==> config.mk <==
export PLATFORM = sky130hd
export DESIGN_NAME = fetcher
export DESIGN_NICKNAME = d
export VERILOG_FILES = /design/src/rtl/fetcher_pkg.sv /design/src/rtl/fetcher_inst_queue.sv /design/src/rtl/fetcher.sv
export SDC_FILE = /design/constraint.sdc
export NUM_CORES = 1
export LEC_CHECK = 0
export CAP_MARGIN = 20
export CORE_MARGIN = 2
export CORE_UTILIZATION = 60
export DETAILED_ROUTE_END_ITERATION = 10
export GPL_TIMING_DRIVEN = 0
export PLACE_DENSITY = 0.84
export SYNTH_ARGS = -nofsm -noshare
export SYNTH_HDL_FRONTEND = slang
export SYNTH_SLANG_ARGS = --single-unit
==> constraint.sdc <==
create_clock -name clk -period 8.96 [get_ports clk]
set_input_delay 1.344 -clock clk [delete_from_list [all_inputs] [get_ports clk]]
set_output_delay 1.344 -clock clk [all_outputs]
set_load 0.02 [all_outputs]
==> src/rtl/fetcher_pkg.sv <==
// rtl/fetcher_pkg.sv - shared types and widths for the instruction-fetch front end
package fetcher_pkg;

    localparam int INST_ADDR_W = 32;
    localparam int INST_W      = 32;

    localparam logic [INST_ADDR_W-1:0] RESET_PC_DEFAULT = 32'h0000_0000;
    localparam logic [INST_ADDR_W-1:0] PC_STEP          = 32'd4;

    typedef enum logic {
        FETCH_IDLE = 1'b0,
        FETCH_WAIT = 1'b1
    } fetch_state_t;

    // One buffered instruction together with the address it was fetched from.
    typedef struct packed {
        logic [INST_ADDR_W-1:0] pc;
        logic [INST_W-1:0]      inst;
    } fetch_entry_t;

endpackage

==> src/rtl/fetcher_inst_queue.sv <==
// rtl/fetcher_inst_queue.sv - circular FIFO of {pc, inst} entries
//
// Ports:
//   clk, rst      clock, synchronous active-low reset
//   en            global ready; when low nothing changes
//   push, data_in write one entry
//   pop           retire the head entry
//   flush         empty the queue and rewind both pointers (wins over push/pop)
//   count         number of valid entries
//   full, empty   count == BUF_DEPTH / count == 0
//   head          head entry, all zero when empty
module fetcher_inst_queue
    import fetcher_pkg::*;
#(
    parameter int BUF_DEPTH = 4
) (
    input  logic                          clk,
    input  logic                          rst,
    input  logic                          en,
    input  logic                          push,
    input  fetch_entry_t                  data_in,
    input  logic                          pop,
    input  logic                          flush,
    output logic [$clog2(BUF_DEPTH):0]    count,
    output logic                          full,
    output logic                          empty,
    output fetch_entry_t                  head
);

    localparam int PTR_W = $clog2(BUF_DEPTH);
    localparam int CNT_W = PTR_W + 1;

    fetch_entry_t      storage [BUF_DEPTH];
    logic [PTR_W-1:0]  rd_ptr;
    logic [PTR_W-1:0]  wr_ptr;
    logic              do_push;
    logic              do_pop;

    assign full  = (count == CNT_W'(BUF_DEPTH));
    assign empty = (count == '0);

    // A push into a full queue is only legal when a pop frees a slot in the same cycle.
    assign do_push = push && (!full || pop);
    assign do_pop  = pop && !empty;

    always_ff @(posedge clk) begin
        if (!rst) begin
            rd_ptr <= '0;
            wr_ptr <= '0;
            count  <= '0;
        end else if (en) begin
            if (flush) begin
                rd_ptr <= '0;
                wr_ptr <= '0;
                count  <= '0;
            end else begin
                if (do_push) begin
                    wr_ptr <= wr_ptr + PTR_W'(1);
                end
                if (do_pop) begin
                    rd_ptr <= rd_ptr + PTR_W'(1);
                end
                count <= count + CNT_W'(do_push) - CNT_W'(do_pop);
            end
        end
    end

    // Storage needs no reset: entries are only visible through count.
    always_ff @(posedge clk) begin
        if (rst && en && !flush && do_push) begin
            storage[wr_ptr] <= data_in;
        end
    end

    assign head = empty ? '0 : storage[rd_ptr];

endmodule

==> src/rtl/fetcher.sv <==
// rtl/fetcher.sv - instruction-fetch front end: PC, fetch FSM, mispredict recovery
//
// Ports:
//   clk, rst           clock, synchronous active-low reset
//   rdy                global ready; low freezes all state
//   stall              decoder cannot accept the head this cycle
//   mistaken, jumpAddr branch mispredict pulse and redirect target
//   memReq, memAddr    fetch request level and address to the memory controller
//   memDone, memInst   one-cycle completion pulse and returned instruction
//   DecEn, instPC, inst head of the instruction buffer towards decode
module fetcher
    import fetcher_pkg::*;
#(
    parameter int                     BUF_DEPTH = 4,
    parameter logic [INST_ADDR_W-1:0] RESET_PC  = RESET_PC_DEFAULT
) (
    input  logic                   clk,
    input  logic                   rst,
    input  logic                   rdy,
    input  logic                   stall,
    input  logic                   mistaken,
    input  logic [INST_ADDR_W-1:0] jumpAddr,
    output logic                   memReq,
    output logic [INST_ADDR_W-1:0] memAddr,
    input  logic                   memDone,
    input  logic [INST_W-1:0]      memInst,
    output logic                   DecEn,
    output logic [INST_ADDR_W-1:0] instPC,
    output logic [INST_W-1:0]      inst
);

    fetch_state_t              state;
    fetch_state_t              state_n;
    logic [INST_ADDR_W-1:0]    pc;
    logic [INST_ADDR_W-1:0]    pc_n;
    logic                      discard;
    logic                      discard_n;
    logic                      req_n;
    logic [INST_ADDR_W-1:0]    addr_n;

    logic                      q_push;
    logic                      q_pop;
    logic [$clog2(BUF_DEPTH):0] q_count;
    logic                      q_full;
    logic                      q_empty;
    fetch_entry_t              q_data_in;
    fetch_entry_t              q_head;

    // Returned data is kept only if it belongs to the current instruction stream.
    assign q_push    = (state == FETCH_WAIT) && memDone && !discard && !mistaken;
    assign q_pop     = !q_empty && !stall && !mistaken;
    assign q_data_in = '{pc: memAddr, inst: memInst};

    fetcher_inst_queue #(
        .BUF_DEPTH (BUF_DEPTH)
    ) u_queue (
        .clk     (clk),
        .rst     (rst),
        .en      (rdy),
        .push    (q_push),
        .data_in (q_data_in),
        .pop     (q_pop),
        .flush   (mistaken),
        .count   (q_count),
        .full    (q_full),
        .empty   (q_empty),
        .head    (q_head)
    );

    assign DecEn  = (q_count != '0);
    assign instPC = q_head.pc;
    assign inst   = q_head.inst;

    always_ff @(posedge clk) begin
        if (!rst) begin
            state   <= FETCH_IDLE;
            pc      <= RESET_PC;
            discard <= 1'b0;
            memReq  <= 1'b0;
            memAddr <= '0;
        end else if (rdy) begin
            state   <= state_n;
            pc      <= pc_n;
            discard <= discard_n;
            memReq  <= req_n;
            memAddr <= addr_n;
        end
    end

    always_comb begin
        state_n   = state;
        pc_n      = pc;
        discard_n = discard;
        req_n     = memReq;
        addr_n    = memAddr;

        if (mistaken) begin
            pc_n = jumpAddr;
            if (state == FETCH_WAIT) begin
                if (memDone) begin
                    // The response lands together with the redirect: drop it and finish.
                    state_n   = FETCH_IDLE;
                    req_n     = 1'b0;
                    discard_n = 1'b0;
                end else begin
                    // The outstanding response is stale; swallow it when it arrives.
                    discard_n = 1'b1;
                end
            end
        end else begin
            case (state)
                FETCH_IDLE: begin
                    // Fullness uses the registered count, so a pop this cycle cannot free a slot yet.
                    if (!q_full) begin
                        state_n = FETCH_WAIT;
                        req_n   = 1'b1;
                        addr_n  = pc;
                    end
                end
                FETCH_WAIT: begin
                    if (memDone) begin
                        state_n = FETCH_IDLE;
                        req_n   = 1'b0;
                        if (discard) begin
                            discard_n = 1'b0;
                        end else begin
                            pc_n = pc + PC_STEP;
                        end
                    end
                end
                default: begin
                    state_n = FETCH_IDLE;
                end
            endcase
        end
    end

endmodule

==> flow_summary.ini, run 1 <==
[sta]
hold_slack_ns = 0.4679
min_period_ns = 4.476
maxSlewHeadroom = 0.4791
tns_ns = 0
final.setup.worst_slack_ns = 4.484
setup_viol = 0
period_share = 0.4996
hold_violations = 0
tightestPinTransition_ns = 0.7732
fmax_ghz = 0.2234
clock_skew_ns = 0.02301
rsz0062_at_grt = false
slew_viol_final = 0

[critical_path]
crit_path_end_kind = output port
cp_max_fo = 10
r2r_start = state$_SDFFE_PN0P_
crit_arrival_ns = 3.13
cp.required_ns = 7.62
regToRegEndpoint = u_queue.storage[2][24]$_DFFE_PP_
r2r_slack_ns = 6.32
max_stage_delay_ns = 0.60
path_class = register to output port
start_kind = register
rr_worst_depth = 5
slowest_stage = mux4_2
path_cells = clkbuf_1 > buf_2 > mux4_2 > and2_1 > clkdlybuf4s50_1

[yosys]
async_reset_ff_frac = 0
synth.avg_cell_area_um2 = 15.10
ys_warn_count = 0
yosysTopAreaCellShare = 0.5791
synth_top_area_cell = edfxtp_1
synth_cells = 879
ys_seq_area_frac = 0.6938
synthTopCellsByArea = edfxtp_1 (58%), dfxtp_1 (11%), mux4_2 (11%)
synth.cell_area_um2 = 13270
synth-edff-count = 256
synth_flop_cell = edfxtp_1
syn-num-nets = 957
synth-seq-cells = 332
ys_types = 59

[floorplan]
initial_core_util = 0.6101
num_rows = 54
die_y_um = 152.7
dieArea_um2 = 23330
coreArea_um2 = 21760
ioPinCount = 168
die_w_um = 152.7

[clocking]
cts_tree = done
clk_pin_slew_ns = 0.06
cts_sinks = 332
cts_max_level = 2
cts_setup_buffers = 0
cts_made_buffers = 34
ctsResizeCount = 0
cts_root_buffer = clkbuf_16
postCtsHoldBufs = 0
insertion_delay_ns = 0.50
ctsLongestPathBuffers = 3

[status]
status = completed

[final_layout]
area.growth.synth_to_final_pct = 24.10
fin_nets = 1163
drive_gt1_frac = 0.1210
n_antenna_cell = 0

[place]
dp_hpwl_um = 19560
dp_worst_setup_slack_ns = 4.384
gp_congestion = 0.9184
io_buffers = 166

[global_routing]
antenna_found_initial = 0
grt_overflow = 0
grt_max_degree = 58
grt_pass1_vias = 8322
grtUsageTotal = 0.2607
grt_pass1_wl_um = 47400

[hold_path]
hp-class = register to register
hold-path-cell-count = 2
hold-path-endpoint = pc[1]$_SDFFE_PN0P_
worstHoldStart = pc[1]$_SDFFE_PN0P_

[routing]
drc_errors = 0
wl_um = 30530
drt_first_pass_iters = 5
routed_via_density = 6.088
vias = 8444
detail-route-antenna-nets = 0
routedWlPerCell_um = 22.01
drt_iter0_drc = 629

[pwr]
powerDensity_nw_per_um2 = 190.8
vdd_drop_max_mv = 0.1622
power_leakage_nw = 5.458
power_w = 0.003143

[job]
max-cap-violations = 0
[layer usage]
| layer | routed length [µm] | GRT usage | up-vias |
|---|---|---|---|
| met4 | 640 | 0.06834 | 0 |
| met1 | 12250 | 0.3589 | 4221 |
| met2 | 15440 | 0.4390 | 392 |
| met3 | 2200 | 0.04494 | 44 |
| met5 | 0 | 0 | - |
| li1 | - | - | 3787 |
[Yosys cell counts, types with 5 or more instances]
| library cell | instances |
|---|---|
| inv_1 | 10 |
| nand3_1 | 17 |
| nand2_1 | 101 |
| buf_2 | 6 |
| and3_1 | 14 |
| a311oi_1 | 6 |
| ha_1 | 7 |
| clkbuf_1 | 41 |
| or3_1 | 8 |
| a211oi_1 | 6 |
| dfxtp_1 | 76 |
| nor4_1 | 7 |
| edfxtp_1 | 256 |
| a21oi_1 | 59 |
| nor3_1 | 13 |
| o21ai_0 | 19 |
| nor2_1 | 29 |
| mux4_2 | 64 |
| a31oi_1 | 5 |
| and2_1 | 68 |
[critical path, delay by kind of cell (launching register included)]
| family | cells | cell delay (ns) |
|---|---|---|
| muxes | 1 | 0.60 |
| and+or+nand+nor | 1 | 0.19 |
| DFF | 1 | 0.30 |
| buffers and inverters | 3 | 1.53 |
[cells by family after synthesis]
group           after synthesis  synth area share
buf+inv                      64           0.01979
simple gates                281            0.1080
xor+xnor                      2          0.001320
fa+ha+maj                     8          0.008106
flops                       332            0.6938
mux                          66            0.1102
compound gates              126           0.05882
[through the flow]
stage	std cells	instance area [µm²]	util
after floorplan	879	13270	-
after global placement	1325	15290	0.7026
after detailed placement	1329	15420	0.7086
after CTS	1387	16470	0.7572
after global routing	1387	16470	0.7572
final	1387	16470	0.7572
[layout make-up]
class | count | area [µm²]
Clock buffer | 49 | 979.7
Timing Repair Buffer | 170 | 1772
Tap cell | 280 | 350.3
Clock inverter | 9 | 77.57
Inverter | 11 | 41.29
Fill cell | 1291 | 5283
Sequential cell | 332 | 9209
Buffer | 53 | 221.5
Multi-Input combinational cell | 483 | 3822
[where the power goes]
| group | total, W | internal [W] | switching (W) |
|---|---|---|---|
| Combinational | 0.000122 | 0.0000558 | 0.0000660 |
| Sequential | 0.00168 | 0.00166 | 0.0000186 |
| Clock | 0.00134 | 0.000789 | 0.000551 |
[flip-flops by register name, indices dropped and copies added (netlist names), named ones only]
signal	flops
discard	1
memAddr	32
memReq	1
pc	32
state	1
u_queue.count	3
u_queue.rd_ptr	2
u_queue.storage	256
u_queue.wr_ptr	2
[how the worst max path moves through the flow]
stage | from | end | cells after the start | slack, ns
after global placement | mistaken | u_queue.storage[0][20]$_DFFE_PP_ | 5 | 3.19
after floorplan | rdy | u_queue.storage[0][0]$_DFFE_PP_ | 5 | 4.82
after detailed placement | mistaken | u_queue.count[2]$_SDFFE_PN0P_ | 13 | 4.38
after CTS | register | inst[13] | 5 | 4.36
after global routing | register | inst[13] | 5 | 4.28
final | register | inst[13] | 5 | 4.48
[layout by cell type (no fill, tap or decap), types with 6 or more instances in the layout]
master           count
nor3_1              13
buf_2                6
ha_1                 7
o21ai_0             19
dfxtp_1             76
and2_1              68
clkbuf_1            51
a311oi_1             6
edfxtp_1           256
a211oi_1             6
and3_1              10
a21oi_1             59
nor4_1               7
inv_1               10
clkdlybuf4s50_1    166
mux4_2              64
nor2_1              29
nand3_1             17
clkbuf_16           36
or3_1                8
nand2_1            101
Note: power is estimated with default switching activity, not from simulation.
==> run 2: changes to the inputs <==
--- a/config.mk
+++ b/config.mk
@@ -7,10 +7,10 @@
 export LEC_CHECK = 0
 export CAP_MARGIN = 20
 export CORE_MARGIN = 2
-export CORE_UTILIZATION = 60
+export CORE_UTILIZATION = 55
 export DETAILED_ROUTE_END_ITERATION = 10
 export GPL_TIMING_DRIVEN = 0
-export PLACE_DENSITY = 0.84
+export PLACE_DENSITY = 0.78
 export SYNTH_ARGS = -nofsm -noshare
 export SYNTH_HDL_FRONTEND = slang
 export SYNTH_SLANG_ARGS = --single-unit
==> constraint.sdc (replaced) <==
create_clock -name clk -period 4.17 [get_ports clk]
set_input_delay 0.6255 -clock clk [delete_from_list [all_inputs] [get_ports clk]]
set_output_delay 0.6255 -clock clk [all_outputs]
set_load 0.02 [all_outputs]
==> flow_summary.ini, run 2 (same netlist as run 1, synthesis figures left out) <==
[place]
io_buffers = 166
gp_congestion = 0.9343
placed_area_um2 = 15460
dp_hpwl_um = 19110

[floorplan]
die_y_um = 159.4
coreArea_um2 = 23610
ioPinCount = 168
dieArea_um2 = 25390
die_w_um = 159.4
initial_core_util = 0.5622
num_rows = 56

[critical_path]
r2r_start = state$_SDFFE_PN0P_
r2r_slack_ns = 1.44
rr_worst_depth = 6
crit_path_end_kind = output port
path_class = register to output port
start_kind = register
crit_arrival_ns = 3.14
cp_max_fo = 10
regToRegEndpoint = pc[5]$_SDFFE_PN0P_
cp.required_ns = 3.54

[final_layout]
fill_cells = 1581
mostFrequentLayoutCells = edfxtp_1 (256), clkdlybuf4s50_1 (166), nand2_1 (101)
final-seq-area_um2 = 9209
largestRegisters = u_queue.storage x256, memAddr x32, pc x32
final_common_cell = edfxtp_1
final_core_util = 0.7007
largest_register_ffs = 256
fin_nets = 1163
final_area_um2 = 16550
regMostFlops = u_queue.storage
drive_gt1_frac = 0.1243
area.growth.synth_to_final_pct = 24.65
n_antenna_cell = 0
multiInputGateArea_um2 = 3822

[global_routing]
grtUsageTotal = 0.2322
grt_pass1_vias = 8256
grt_pass1_wl_um = 46120
antenna_found_initial = 0
grt_overflow = 0
grt_max_degree = 59

[hold_path]
hp-class = register to register
hold-path-cell-count = 2
worstHoldStart = pc[0]$_SDFFE_PN0P_
hold-path-endpoint = pc[0]$_SDFFE_PN0P_

[routing]
vias = 8307
routed_via_density = 5.813
routedWlPerCell_um = 20.52
wl_um = 29320
drt_iter0_drc = 815
drt_first_pass_iters = 5
drc_errors = 0
detail-route-antenna-nets = 0

[clocking]
cts_made_buffers = 34
postCtsHoldBufs = 0
cts_max_level = 2
cts_sinks = 332
cts_root_buffer = clkbuf_16
cts_setup_buffers = 0
insertion_delay_ns = 0.51
clk_pin_slew_ns = 0.06
ctsResizeCount = 0
cts_tree = done
ctsLongestPathBuffers = 3

[sta]
min_period_ns = 3.761
setup_viol = 0
clock_skew_ns = 0.01899
fmax_ghz = 0.2659
hold_slack_ns = 0.4589
slew_viol_final = 0
tightestPinTransition_ns = 0.9439
maxSlewHeadroom = 0.3641
rsz0062_at_grt = false
period_share = 0.9018
hold_violations = 0

[pwr]
powerDensity_nw_per_um2 = 408.6
power_leakage_nw = 5.485
vdd_drop_max_mv = 0.2476

[job]
max-cap-violations = 0

[status]
status = completed
==> run 2: per-layer routing <==
layer	wire length, µm	vias to the layer above	GRT usage
li1	-	3797	-
met3	2249	52	0.04376
met4	588	0	0.07066
met1	12250	4105	0.3300
met5	0	-	0
met2	14240	353	0.3709
==> run 2: worst max path at each step <==
stage	cells after the start	slack [ns]	from	end
finish	5	0.41	register	inst[13]
global route	5	0.18	register	inst[13]
CTS	5	0.29	register	inst[13]
detailed placement	13	0.22	mistaken	u_queue.count[2]$_SDFFE_PN0P_
global placement	5	-0.96	mistaken	u_queue.storage[0][19]$_DFFE_PP_
floorplan	5	0.75	rdy	u_queue.storage[0][0]$_DFFE_PP_
==> run 2: cell type report <==
class,instances,area share
sequential,332,0.5566
multi-input combinational,483,0.2310
timing repair buffer,170,0.1071
clock buffer,49,0.06171
tap,319,0.02412
buffer,53,0.01338
clock inverter,12,0.003630
inverter,11,0.002495
==> run 2: metrics by stage <==
stage / TNS [ns] / cells / setup WS (ns) / power (W)
2_1_floorplan: 0 / 879 / 0.7516 / 0.003785
3_3_place_gp: -232.13 / 1364 / -0.9551 / 0.003934
3_5_place_dp: 0 / 1368 / 0.2190 / 0.003941
4_1_cts: 0 / 1429 / 0.2865 / 0.006813
5_1_grt: 0 / 1429 / 0.1820 / 0.006974
6_report: 0 / 1429 / 0.4093 / 0.006760
==> run 2: power by group <==
part,switching [W],total (W),leakage [nW],internal [W]
registers,0.0000390,0.00361,3.11,0.00357
logic,0.000144,0.000264,1.84,0.000120
clock network,0.00118,0.00288,0.532,0.00170
==> run 2: worst max-delay path: stages, from the launching register on <==
cell	delay (ns)
dfxtp_1	0.30
clkbuf_1	0.58
buf_2	0.46
mux4_2	0.58
and2_1	0.19
clkdlybuf4s50_1	0.53
==> run 3: changes to the inputs <==
--- a/config.mk
+++ b/config.mk
@@ -6,7 +6,6 @@
 export NUM_CORES = 1
 export LEC_CHECK = 0
 export CAP_MARGIN = 20
-export CORE_MARGIN = 2
 export CORE_UTILIZATION = 55
 export DETAILED_ROUTE_END_ITERATION = 10
 export GPL_TIMING_DRIVEN = 0
==> constraint.sdc (replaced) <==
create_clock -name clk -period 4.17 [get_ports clk]
set_input_delay 0.6255 -clock clk [delete_from_list [all_inputs] [get_ports clk]]
set_output_delay 0.6255 -clock clk [all_outputs]
set_load 0.05 [all_outputs]
==> flow_summary.ini, run 3 (same netlist as run 1, synthesis figures left out) <==
[sta]
setup_viol = 0
period_share = 0.9513
rsz0062_at_grt = false
min_period_ns = 3.967
tightestPinTransition_ns = 0.8578
slew_viol_final = 0
hold_slack_ns = 0.4572
maxSlewHeadroom = 0.4221
clock_skew_ns = 0.01158
tns_ns = 0
hold_violations = 0
fmax_ghz = 0.2521
final.setup.worst_slack_ns = 0.2032

[clocking]
cts_made_buffers = 31
clk_pin_slew_ns = 0.06
cts_setup_buffers = 0
cts_max_level = 1
cts_sinks = 332
insertion_delay_ns = 0.55
ctsLongestPathBuffers = 3
postCtsHoldBufs = 0
cts_root_buffer = clkbuf_16
ctsResizeCount = 0
cts_tree = done

[final_layout]
area.growth.synth_to_final_pct = 24.04
n_antenna_cell = 0
largestRegisters = u_queue.storage x256, memAddr x32, pc x32
mostFrequentLayoutCells = edfxtp_1 (256), clkdlybuf4s50_1 (166), nand2_1 (101)
finalNonFillerCells = 1424
regMostFlops = u_queue.storage
largest_register_ffs = 256
drive_gt1_frac = 0.1204
fin_nets = 1160
final_common_cell = edfxtp_1

[routing]
routed-wl-met2_um = 13760
detail-route-antenna-nets = 0
drt_first_pass_iters = 6
drt_iter0_drc = 764
drt-met1-wl_um = 11900
routed_via_density = 5.803
vias = 8264
met3_length_um = 2197
wl_um = 28370
drc_errors = 0
routedWlPerCell_um = 19.93
top_layer_used = met4

[global_routing]
antenna_found_initial = 0
grt_pass1_wl_um = 43840
grt_pass1_vias = 7965
grt_overflow = 0
grtUsageTotal = 0.2346
grt_max_degree = 59

[status]
status = completed

[place]
gp_congestion = 0.8971
dp_worst_setup_slack_ns = 0.3232
io_buffers = 166
placed_cells = 1368
dp_hpwl_um = 18580

[critical_path]
cp.required_ns = 3.54
crit_path_end_kind = output port
start_kind = register
cp_max_fo = 10
path_class = register to output port
r2r_slack_ns = 1.56
crit_arrival_ns = 3.34
rr_worst_depth = 6

[pwr]
power_leakage_nw = 5.445
power_w = 0.006629
powerDensity_nw_per_um2 = 402.6
vdd_drop_max_mv = 0.2344

[floorplan]
coreArea_um2 = 23540
die_w_um = 157.4
num_rows = 56
die_y_um = 157.4
dieArea_um2 = 24760
initial_core_util = 0.5638
ioPinCount = 168

[job]
max-cap-violations = 0

[hold_path]
hp-class = register to register
hold-path-cell-count = 2
[run 3: changes by cell type in the layout (fill, tap and decap cells not counted)]
cell,change
clkbuf_8,-1
inv_4,+1
clkinv_4,+2
inv_6,-1
clkinvlp_4,-1
clkbuf_16,-5
clkinv_2,-2
bufinv_16,+2
[run 3: metrics by stage]
stage / utilization / instance area, µm²
finish: 0.6994 / 16460
global route: 0.6994 / 16460
CTS: 0.6994 / 16460
detailed placement: 0.6569 / 15460
global placement: 0.6514 / 15330
floorplan: - / 13270
[run 3: area by class of cell]
cell class	count	area [µm²]
buffer	53	221.5
inverter	11	41.29
tap	319	399.1
clock inverter	13	117.6
multi-input combinational	483	3822
timing repair buffer	170	1772
clock buffer	43	882.1
sequential	332	9209
fill	1601	7078
[run 3: power by group]
part,switching (W),internal [W],leakage (nW)
Combinational,0.000163,0.000120,1.84
Clock,0.00114,0.00159,0.492
Sequential,0.0000394,0.00357,3.11
[run 3: metal layers]
layer	vias to the layer above	GRT usage
met3	44	0.03937
met5	-	0
li1	3797	-
met1	4060	0.3237
met2	363	0.3866
met4	0	0.06611
[run 3: worst max-delay path, stage by stage (launching register included)]
cell	delay, ns
dfxtp_1	0.30
clkbuf_1	0.55
buf_2	0.45
mux4_2	0.60
and2_1	0.19
clkdlybuf4s50_1	0.69
[run 3: path summary, 6_finish.rpt]
check                                         start                   to
worst max register to register   state$_SDFFE_PN0P_   pc[5]$_SDFFE_PN0P_
worst max-delay path                       register             inst[13]
worst min register to register  memReq$_SDFFE_PN0P_  memReq$_SDFFE_PN0P_
worst min-delay path            memReq$_SDFFE_PN0P_  memReq$_SDFFE_PN0P_
